File: src/rtl/gcd_host_loader.sv
// Host loader for the KGP-RISC GCD program: writes operands, runs the core, snoops the result store.
// Define GCD_HOST_CHECK_EN to compile in the subtractive golden checker that drives mismatch.
module gcd_host_loader #(
  parameter logic [31:0] A_ADDR         = 32'd0,
  parameter logic [31:0] B_ADDR         = 32'd4,
  parameter logic [31:0] RESULT_ADDR    = 32'd8,
  parameter int unsigned TIMEOUT_CYCLES = 2500
) (
  input  logic        clk,
  input  logic        rst,
  input  logic        start,
  input  logic [31:0] a_in,
  input  logic [31:0] b_in,
  output logic        busy,
  output logic        done,
  output logic        timeout,
  output logic [31:0] gcd_out,
  output logic        mismatch,
  output logic        cpu_rst,
  output logic        mem_we,
  output logic [31:0] mem_addr,
  output logic [31:0] mem_wdata,
  input  logic        cpu_mem_we,
  input  logic [31:0] cpu_mem_addr,
  input  logic [31:0] cpu_mem_wdata
);

  // state   | meaning
  // IDLE    | waiting for start, processor held in reset
  // LOAD_A  | writing operand a to data memory
  // LOAD_B  | writing operand b to data memory
  // RUN     | processor released, snooping for the result store
  // DONE    | result latched
  // TIMEOUT | no result within TIMEOUT_CYCLES
  typedef enum logic [2:0] {IDLE, LOAD_A, LOAD_B, RUN, DONE, TIMEOUT} state_t;

  localparam int CW = $clog2(TIMEOUT_CYCLES);
  localparam logic [CW-1:0] LAST = CW'(TIMEOUT_CYCLES - 1);

  state_t        state;
  logic [31:0]   b_q;
  logic [CW-1:0] cnt;
  logic          result_hit;
  logic          accept;

  assign result_hit = cpu_mem_we && (cpu_mem_addr == RESULT_ADDR);
  assign accept     = start && (state == IDLE || state == DONE || state == TIMEOUT);

  always_ff @(posedge clk) begin
    if (rst) begin
      state     <= IDLE;
      b_q       <= '0;
      cnt       <= '0;
      busy      <= 1'b0;
      done      <= 1'b0;
      timeout   <= 1'b0;
      gcd_out   <= '0;
      cpu_rst   <= 1'b1;
      mem_we    <= 1'b0;
      mem_addr  <= '0;
      mem_wdata <= '0;
    end else begin
      case (state)
        IDLE, DONE, TIMEOUT: begin
          if (start) begin
            state     <= LOAD_A;
            b_q       <= b_in;
            cnt       <= '0;
            gcd_out   <= '0;
            busy      <= 1'b1;
            done      <= 1'b0;
            timeout   <= 1'b0;
            mem_we    <= 1'b1;
            mem_addr  <= A_ADDR;
            mem_wdata <= a_in;
          end
        end
        LOAD_A: begin
          state     <= LOAD_B;
          mem_addr  <= B_ADDR;
          mem_wdata <= b_q;
        end
        LOAD_B: begin
          state     <= RUN;
          mem_we    <= 1'b0;
          mem_addr  <= '0;
          mem_wdata <= '0;
          cpu_rst   <= 1'b0;
        end
        RUN: begin
          cnt <= cnt + CW'(1);
          // a result store on the final count still wins over the timeout
          if (result_hit) begin
            state   <= DONE;
            gcd_out <= cpu_mem_wdata;
            busy    <= 1'b0;
            done    <= 1'b1;
            cpu_rst <= 1'b1;
          end else if (cnt == LAST) begin
            state   <= TIMEOUT;
            busy    <= 1'b0;
            timeout <= 1'b1;
            cpu_rst <= 1'b1;
          end
        end
        default: state <= IDLE;
      endcase
    end
  end

`ifdef GCD_HOST_CHECK_EN
  logic [31:0] ga, gb, golden;
  logic        resolved, pend;

  assign resolved = (ga == 32'd0) || (gb == 32'd0) || (ga == gb);
  assign golden   = (ga == 32'd0) ? gb : ga;

  always_ff @(posedge clk) begin
    if (rst) begin
      ga       <= '0;
      gb       <= '0;
      pend     <= 1'b0;
      mismatch <= 1'b0;
    end else if (accept) begin
      ga       <= a_in;
      gb       <= b_in;
      pend     <= 1'b0;
      mismatch <= 1'b0;
    end else begin
      if (!resolved) begin
        if (ga > gb) ga <= ga - gb;
        else         gb <= gb - ga;
      end
      // a result that beats the reference is compared once the reference settles
      if (state == RUN && result_hit) begin
        if (resolved) mismatch <= (cpu_mem_wdata != golden);
        else          pend     <= 1'b1;
      end else if (pend && resolved) begin
        mismatch <= (gcd_out != golden);
        pend     <= 1'b0;
      end
    end
  end
`else
  assign mismatch = 1'b0;
`endif

endmodule

File: config.mk
export PLATFORM = sky130hd
export DESIGN_NAME = gcd_host_loader
export DESIGN_NICKNAME = d
export VERILOG_FILES = /design/src/rtl/gcd_host_loader.sv
export SDC_FILE = /design/constraint.sdc
export NUM_CORES = 1
export LEC_CHECK = 0
export CORE_ASPECT_RATIO = 1.25
export CORE_MARGIN = 5
export CORE_UTILIZATION = 38
export CTS_CLUSTER_DIAMETER = 100
export DETAILED_ROUTE_END_ITERATION = 12
export PLACE_DENSITY = 0.77
export SLEW_MARGIN = 20
export SYNTH_ARGS = -nofsm -noshare
export SYNTH_HDL_FRONTEND = slang
export SYNTH_SLANG_ARGS = --single-unit
File: constraint.sdc
create_clock -name clk -period 1.6 [get_ports clk]
set_input_delay 0.32 -clock clk [delete_from_list [all_inputs] [get_ports clk]]
set_output_delay 0.32 -clock clk [all_outputs]
set_load 0.02 [all_outputs]
==> results.cfg, run 1 <==
[clock_network]
holdBufCountCts = 0
cts_tree = built
cts_inserted_buffers = 17
clk_latency_ps = 410
path_clk_slew_ps = 60
clockBufferDepth = 2
cts-root-buf = clkbuf_16
cts_max_level = 4
cts.sinks = 117

[critical_path]
reg2reg_depth = 6
end_kind = register
crit_chain = dlygate4sd2_1, nor4_2, nand3_2, nor4_4, buf_6, buf_12, clkbuf_16, mux2i_1
r2r_end = cnt[8]$_SDFFE_PP0P_
slowest_stage = nor4_4
slowest_delay_ps = 300
critical_path_class = primary input to register
cp_num_buf_inv = 4
cp.required_ps = 1940
path_max_fanout = 4
worstSetupStartpointType = primary input
r2r-start = state[2]$_SDFFE_PP0P_
cp_data_arrival_time_ps = 1920
r2r_slack_ps = 20
crit_family = simple AND/OR/NAND/NOR gates

[yosys]
synthAdderAreaFrac = 0.00239
synth_xor_area_frac = 0.00310
synthArstFlopShare = 0
synth_top_area_share = 0.447
synth_area_um2 = 5240
synth_top_family_by_area = simple AND/OR/NAND/NOR gates
ys_top_cells_by_area = dfxtp_1, nand2_1, mux2i_1
synth.distinct_cells = 54
synthSimpleGateAreaFrac = 0.216
synth-compound-area-share = 0.167
yosysSeqAreaShare = 0.447
synth_edf_count = 0
syn_inst = 607
ys_ff_latch = 117
ys_warn_count = 0
synth_area_leader_cell = dfxtp_1
syn_area_per_cell_um2 = 8.63
synthMuxAreaShare = 0.0654
synth_ff_type = dfxtp_1

[run]
maxCapViolCount = 0

[worst_hold_path]
hp-start = rst
whs_path_depth = 2
worstHoldEndpoint = cpu_rst$_SDFFE_PP1P_
worstHoldPathType = primary input to register

[sta]
layout_min_cycle_time_ps = 1590
setup_ws_ps = 13.9
fin_skew_ps = 8.65
fmax_ghz = 0.630
fin_setup_tns_ps = 0
setup_viol = 0
fin_crit_sh = 0.991
hold_viol = 0
rsz0062_at_grt = true
slew_viol_final = 0

[die]
ios = 234
die_w_um = 115
start_util = 0.383
dieArea_um2 = 16300
placementRows = 48
fp.dieH_um = 141
core_area_um2 = 13700

[global_routing]
grt_pass1_vias = 4947
grt_pass1_wl_mm = 25.0
grt.busiest_layer = met2
use_met2 = 0.347
grt_max_degree = 36
overflow = 0
use_met3 = 0.0435
antenna_found_initial = 0
met1_usage = 0.215
grtUsageTotal = 0.193

[placed_design]
dp_slack_ps = -631
hpwlAfterDp_mm = 11.4
place.gp.congestion = 0.880
placement.cell_area_um2 = 7580
portBuffers = 201

[routing]
first_pass_iters = 4
vias = 5221
routed_wire_length_per_instance_um = 16.5
drc = 0
vias_per_cell = 5.03
ant_nets = 0
drt_iter0_markers = 311
wirelength_mm = 17.1

[pwr]
power.total_mw = 10.2
p_leak_nw = 3.62
power_density_nw_per_um2 = 1200
ir_drop_uv = 821

[layout]
num-nets-final = 982
synthToLayoutAreaGrowth_pct = 62.4
drive_gt1_frac = 0.163
utilization = 0.622
stdcell_area_um2 = 8510

[status]
status = completed
[per-layer routing]
metal | wire [µm] | vias to the layer above
met4 | 513 | 0
met5 | 0 | -
met3 | 990 | 33
met2 | 9310 | 185
li1 | - | 2546
met1 | 6330 | 2457
[where the power goes]
group          leakage (nW)  internal (mW)  switching, mW
Combinational          2.38           1.34           1.61
Clock                 0.282           2.43           1.37
Sequential            0.957           3.26          0.169
[cell families (layout without fill, tap and decap cells)]
kind of cell | after synthesis | after routing
other | 1 | 33
buffers and inverters | 77 | 300
adder cells (fa/ha/maj) | 1 | 1
AND/OR/NAND/NOR | 243 | 243
flip-flops | 117 | 117
AO/OA/AOI/OAI | 133 | 133
multiplexers | 34 | 34
XOR/XNOR | 1 | 1
[cell usage after synthesis (3+ instances only)]
master / n
nand4_1: 3
clkbuf_1: 14
o21ai_1: 4
nand3b_1: 3
and3_1: 4
a22oi_1: 33
a21oi_1: 43
buf_4: 40
buf_12: 3
dfxtp_1: 117
nand3_1: 7
nor3_1: 3
nor2_1: 50
a211oi_1: 34
o21ai_0: 5
mux2i_1: 32
buf_2: 17
nor4_1: 10
nand2b_1: 4
nor4_2: 3
nand2_1: 135
[cells in the final DEF (no fill, tap or decap), types with 3 or more instances in the layout]
cell,Yosys,final
nand2_1,135,133
dfxtp_1,117,113
clkdlybuf4s50_1,0,99
dlygate4sd2_1,0,94
nor2_1,50,49
buf_4,40,45
a21oi_1,43,42
a22oi_1,33,33
a211oi_1,34,32
mux2i_1,32,32
conb_1,1,32
clkbuf_16,0,21
buf_12,3,11
nor4_2,3,5
nor4_1,10,5
o21ai_0,5,5
dlymetal6s2s_1,0,5
nand2b_1,4,4
nor4_4,1,4
nand3_1,7,4
o21ai_1,4,4
clkinv_2,0,4
buf_6,1,4
and3_1,4,3
nand4_1,3,3
nand3_2,0,3
nand3b_1,3,3
a21oi_2,2,3
clkinvlp_4,0,3
bufinv_16,0,3
buf_16,0,3
dfxtp_2,0,3
[flip-flops by register name, summed over array words and instances (netlist names)]
name,count
b_q,32
busy,1
cnt,12
cpu_rst,1
done,1
gcd_out,32
mem_addr,1
mem_wdata,32
mem_we,1
state,3
timeout,1
[worst reg2reg max path: cells and delay by family, from the launching register on]
family,cells,cell delay [ps]
DFF,1,310
and+or+nand+nor,2,610
buffers and inverters,3,470
AOI/OAI and AO/OA,1,120
[stage by stage]
step	hold WS [ps]	std cells
after floorplan	436	638
after global placement	434	988
after detailed placement	446	988
after CTS	272	1029
after global routing	306	1036
final	304	1037
[worst max-delay path by stage]
| stage | startpoint | to | depth (start not counted) |
|---|---|---|---|
| floorplan | cnt[0]$_SDFFE_PP0P_ | cpu_rst$_SDFFE_PP1P_ | 5 |
| global placement | cpu_mem_addr[16] | gcd_out[29]$_SDFFE_PP0P_ | 6 |
| detailed placement | cpu_mem_addr[16] | gcd_out[19]$_SDFFE_PP0P_ | 6 |
| CTS | state[2]$_SDFFE_PP0P_ | cpu_rst$_SDFFE_PP1P_ | 7 |
| global route | cpu_mem_addr[21] | gcd_out[22]$_SDFFE_PP0P_ | 8 |
| finish | cpu_mem_addr[21] | gcd_out[19]$_SDFFE_PP0P_ | 8 |
[repair_timing]
action	4_1_cts	5_1_grt
setup endpoints to repair	107	69
pin swaps	14	13
buffers inserted	7	4
gates resized for setup	108	35
gates cloned	4	4
[final cells by class]
cell class | instances | area [µm²]
Antenna cell | 1 | 2.50
Clock buffer | 18 | 429
Clock inverter | 13 | 159
Fill cell | 1178 | 5180
Inverter | 1 | 3.75
Multi-Input combinational cell | 444 | 2660
Sequential cell | 117 | 2350
Tap cell | 175 | 219
Timing Repair Buffer | 268 | 2690
Power figures use the tool's default switching activity.
==> run 2: changes to the inputs <==
GPL_ROUTABILITY_DRIVEN = 0   (was not set)
==> results of run 2 <==
Same layout as run 1: the final DEF is identical, and so are final timing and power.
==> run 3: changes to the inputs <==
CAP_MARGIN = 20   (was not set)
CTS_BUF_LIST = sky130_fd_sc_hd__clkbuf_16   (was not set)
PLACE_DENSITY = 0.8   (was 0.77)
==> results.cfg, run 3 (same netlist as run 1, synthesis figures left out) <==
[clock_network]
clockBufferDepth = 2
cts_max_level = 4
cts.sinks = 117
path_clk_slew_ps = 60
cts-root-buf = clkbuf_16
cts_inserted_buffers = 17
holdBufCountCts = 0
clk_latency_ps = 410
cts_tree = built

[die]
fp.dieH_um = 141
core_area_um2 = 13700
placementRows = 48
ios = 234
start_util = 0.383
dieArea_um2 = 16300
die_w_um = 115

[sta]
fin_skew_ps = 10.5
rsz0062_at_grt = true
setup_ws_ps = -70.4
slew_viol_final = 0
fmax_ghz = 0.599
fin_crit_sh = 1.04
hold_viol = 0
slew_headroom = 0.657
tightest_slew_ps = 515
fin_setup_tns_ps = -1250
setup_viol = 30
layout_min_cycle_time_ps = 1670

[pwr]
power.total_mw = 9.96
p_leak_nw = 3.57
power_density_nw_per_um2 = 1190
p_seq_frac = 0.345
switching_share = 0.313
switchingPower_mw = 3.11
comb_power_share = 0.289
clock_power_share = 0.366
p_int_mw = 6.85
ir_drop_uv = 608

[critical_path]
cp_data_arrival_time_ps = 2000
crit_chain = nand3b_1, buf_6, nor4_4, buf_6, clkbuf_16, mux2i_1
cp_num_buf_inv = 3
slowest_stage = dfxtp_1
cp.required_ps = 1930
end_kind = register
crit_top_cell = buf_6
worstSetupStartpointType = register
path_max_fanout = 4
crit_family = buffers and inverters
slowest_delay_ps = 300
critical_path_class = register to register

[global_routing]
grt_pass1_vias = 4951
overflow = 0
antenna_found_initial = 0
grt_pass1_wl_mm = 24.6
grt_max_degree = 49
grtUsageTotal = 0.190

[run]
maxCapViolCount = 0

[routing]
first_pass_iters = 4
drt_iter0_markers = 273
routed_wire_length_per_instance_um = 16.0
vias = 5117
ant_nets = 0
vias_per_cell = 4.97
wirelength_mm = 16.4
drc = 0

[layout]
register_area_um2 = 2350
num-nets-final = 974
fillerInstances = 1187
antenna_cells = 0
synthToLayoutAreaGrowth_pct = 59.2
multi_input_area_um2 = 2600
drive_gt1_frac = 0.138
utilization = 0.609
final_common_cell = nand2_1
reg_top3 = b_q: 32 flops, gcd_out: 32 flops, mem_wdata: 32 flops
layout_common_cells = nand2_1, clkdlybuf4s50_1, dfxtp_1

[status]
failed_checks = setup timing
status = finished, violations left

[worst_hold_path]
worstHoldPathType = primary input to register

[placed_design]
portBuffers = 201
hpwlAfterDp_mm = 11.3
run 3: cell count changes in the layout (fill, tap and decap cells not counted), sizes merged:
cell,previous run,this run
inv,2,4
clkdlybuf4s15,2,0
buf,64,57
clkbuf,22,20
clkinvlp,3,4
clkdlybuf4s50,99,115
dlymetal6s2s,5,15
bufinv,3,2
dlygate4sd2,94,70
diode,1,0
run 3: timing repair:
| action | 4_1_cts | 5_1_grt |
|---|---|---|
| setup endpoints to repair | 106 | 59 |
| resized for setup | 75 | 34 |
| cloned | 2 | 3 |
| setup buffers | 2 | 4 |
| pin swaps | 2 | 14 |
| hold endpoints to repair | 0 | 0 |
run 3: layer usage:
metal	GRT usage	up-vias	wire, µm
met5	0	-	0
met1	0.214	2377	6400
met2	0.330	161	8520
li1	-	2540	-
met3	0.0495	39	907
met4	0.0878	0	615
run 3: area by class of cell:
| class | count | area share |
|---|---|---|
| clock buffers | 17 | 0.0510 |
| multi-input cells | 444 | 0.311 |
| inverters | 1 | 0.000450 |
| repair buffers | 260 | 0.313 |
| clock inverters | 15 | 0.0169 |
| flip-flops and latches | 117 | 0.281 |
| well taps | 175 | 0.0262 |
run 3: through the flow:
| stage | instance area, µm² | hold slack, ps | worst slack (ps) | cells |
|---|---|---|---|---|
| 3_5_place_dp | 7550 | 441 | -597 | 986 |
| 3_3_place_gp | 7550 | 434 | -548 | 986 |
| 6_report | 8340 | 229 | -70.4 | 1029 |
| 5_1_grt | 8340 | 246 | -139 | 1029 |
| 2_1_floorplan | 5360 | 436 | 30.7 | 638 |
| 4_1_cts | 8110 | 223 | -126 | 1022 |
run 3: power by group through the flow:
stage / combinational [mW] / sequential, mW / clock (mW)
floorplan: 1.32 / 3.78 / 0
global placement: 2.92 / 3.49 / 0
detailed placement: 2.95 / 3.50 / 0
CTS: 2.79 / 3.44 / 3.71
global route: 3.13 / 3.48 / 3.86
finish: 2.88 / 3.44 / 3.65
run 3: final timing paths:
path              slack [ps]                       end  cells after the start                  start
hold / removal           230  mem_addr[2]$_SDFFE_PP0P_                      2                    rst
setup reg to reg         -70  gcd_out[22]$_SDFFE_PP0P_                      6  state[2]$_SDFFE_PP0P_
hold reg to reg          440      timeout$_SDFFE_PP0P_                      2   timeout$_SDFFE_PP0P_
setup / recovery         -70  gcd_out[22]$_SDFFE_PP0P_                      6  state[2]$_SDFFE_PP0P_
run 3: worst register-to-register path, cell delays in order, from the launching register on:
cell and delay (ps):
dfxtp_1 300, nand3b_1 270, buf_6 190, nor4_4 270, buf_6 200, clkbuf_16 160
mux2i_1 200
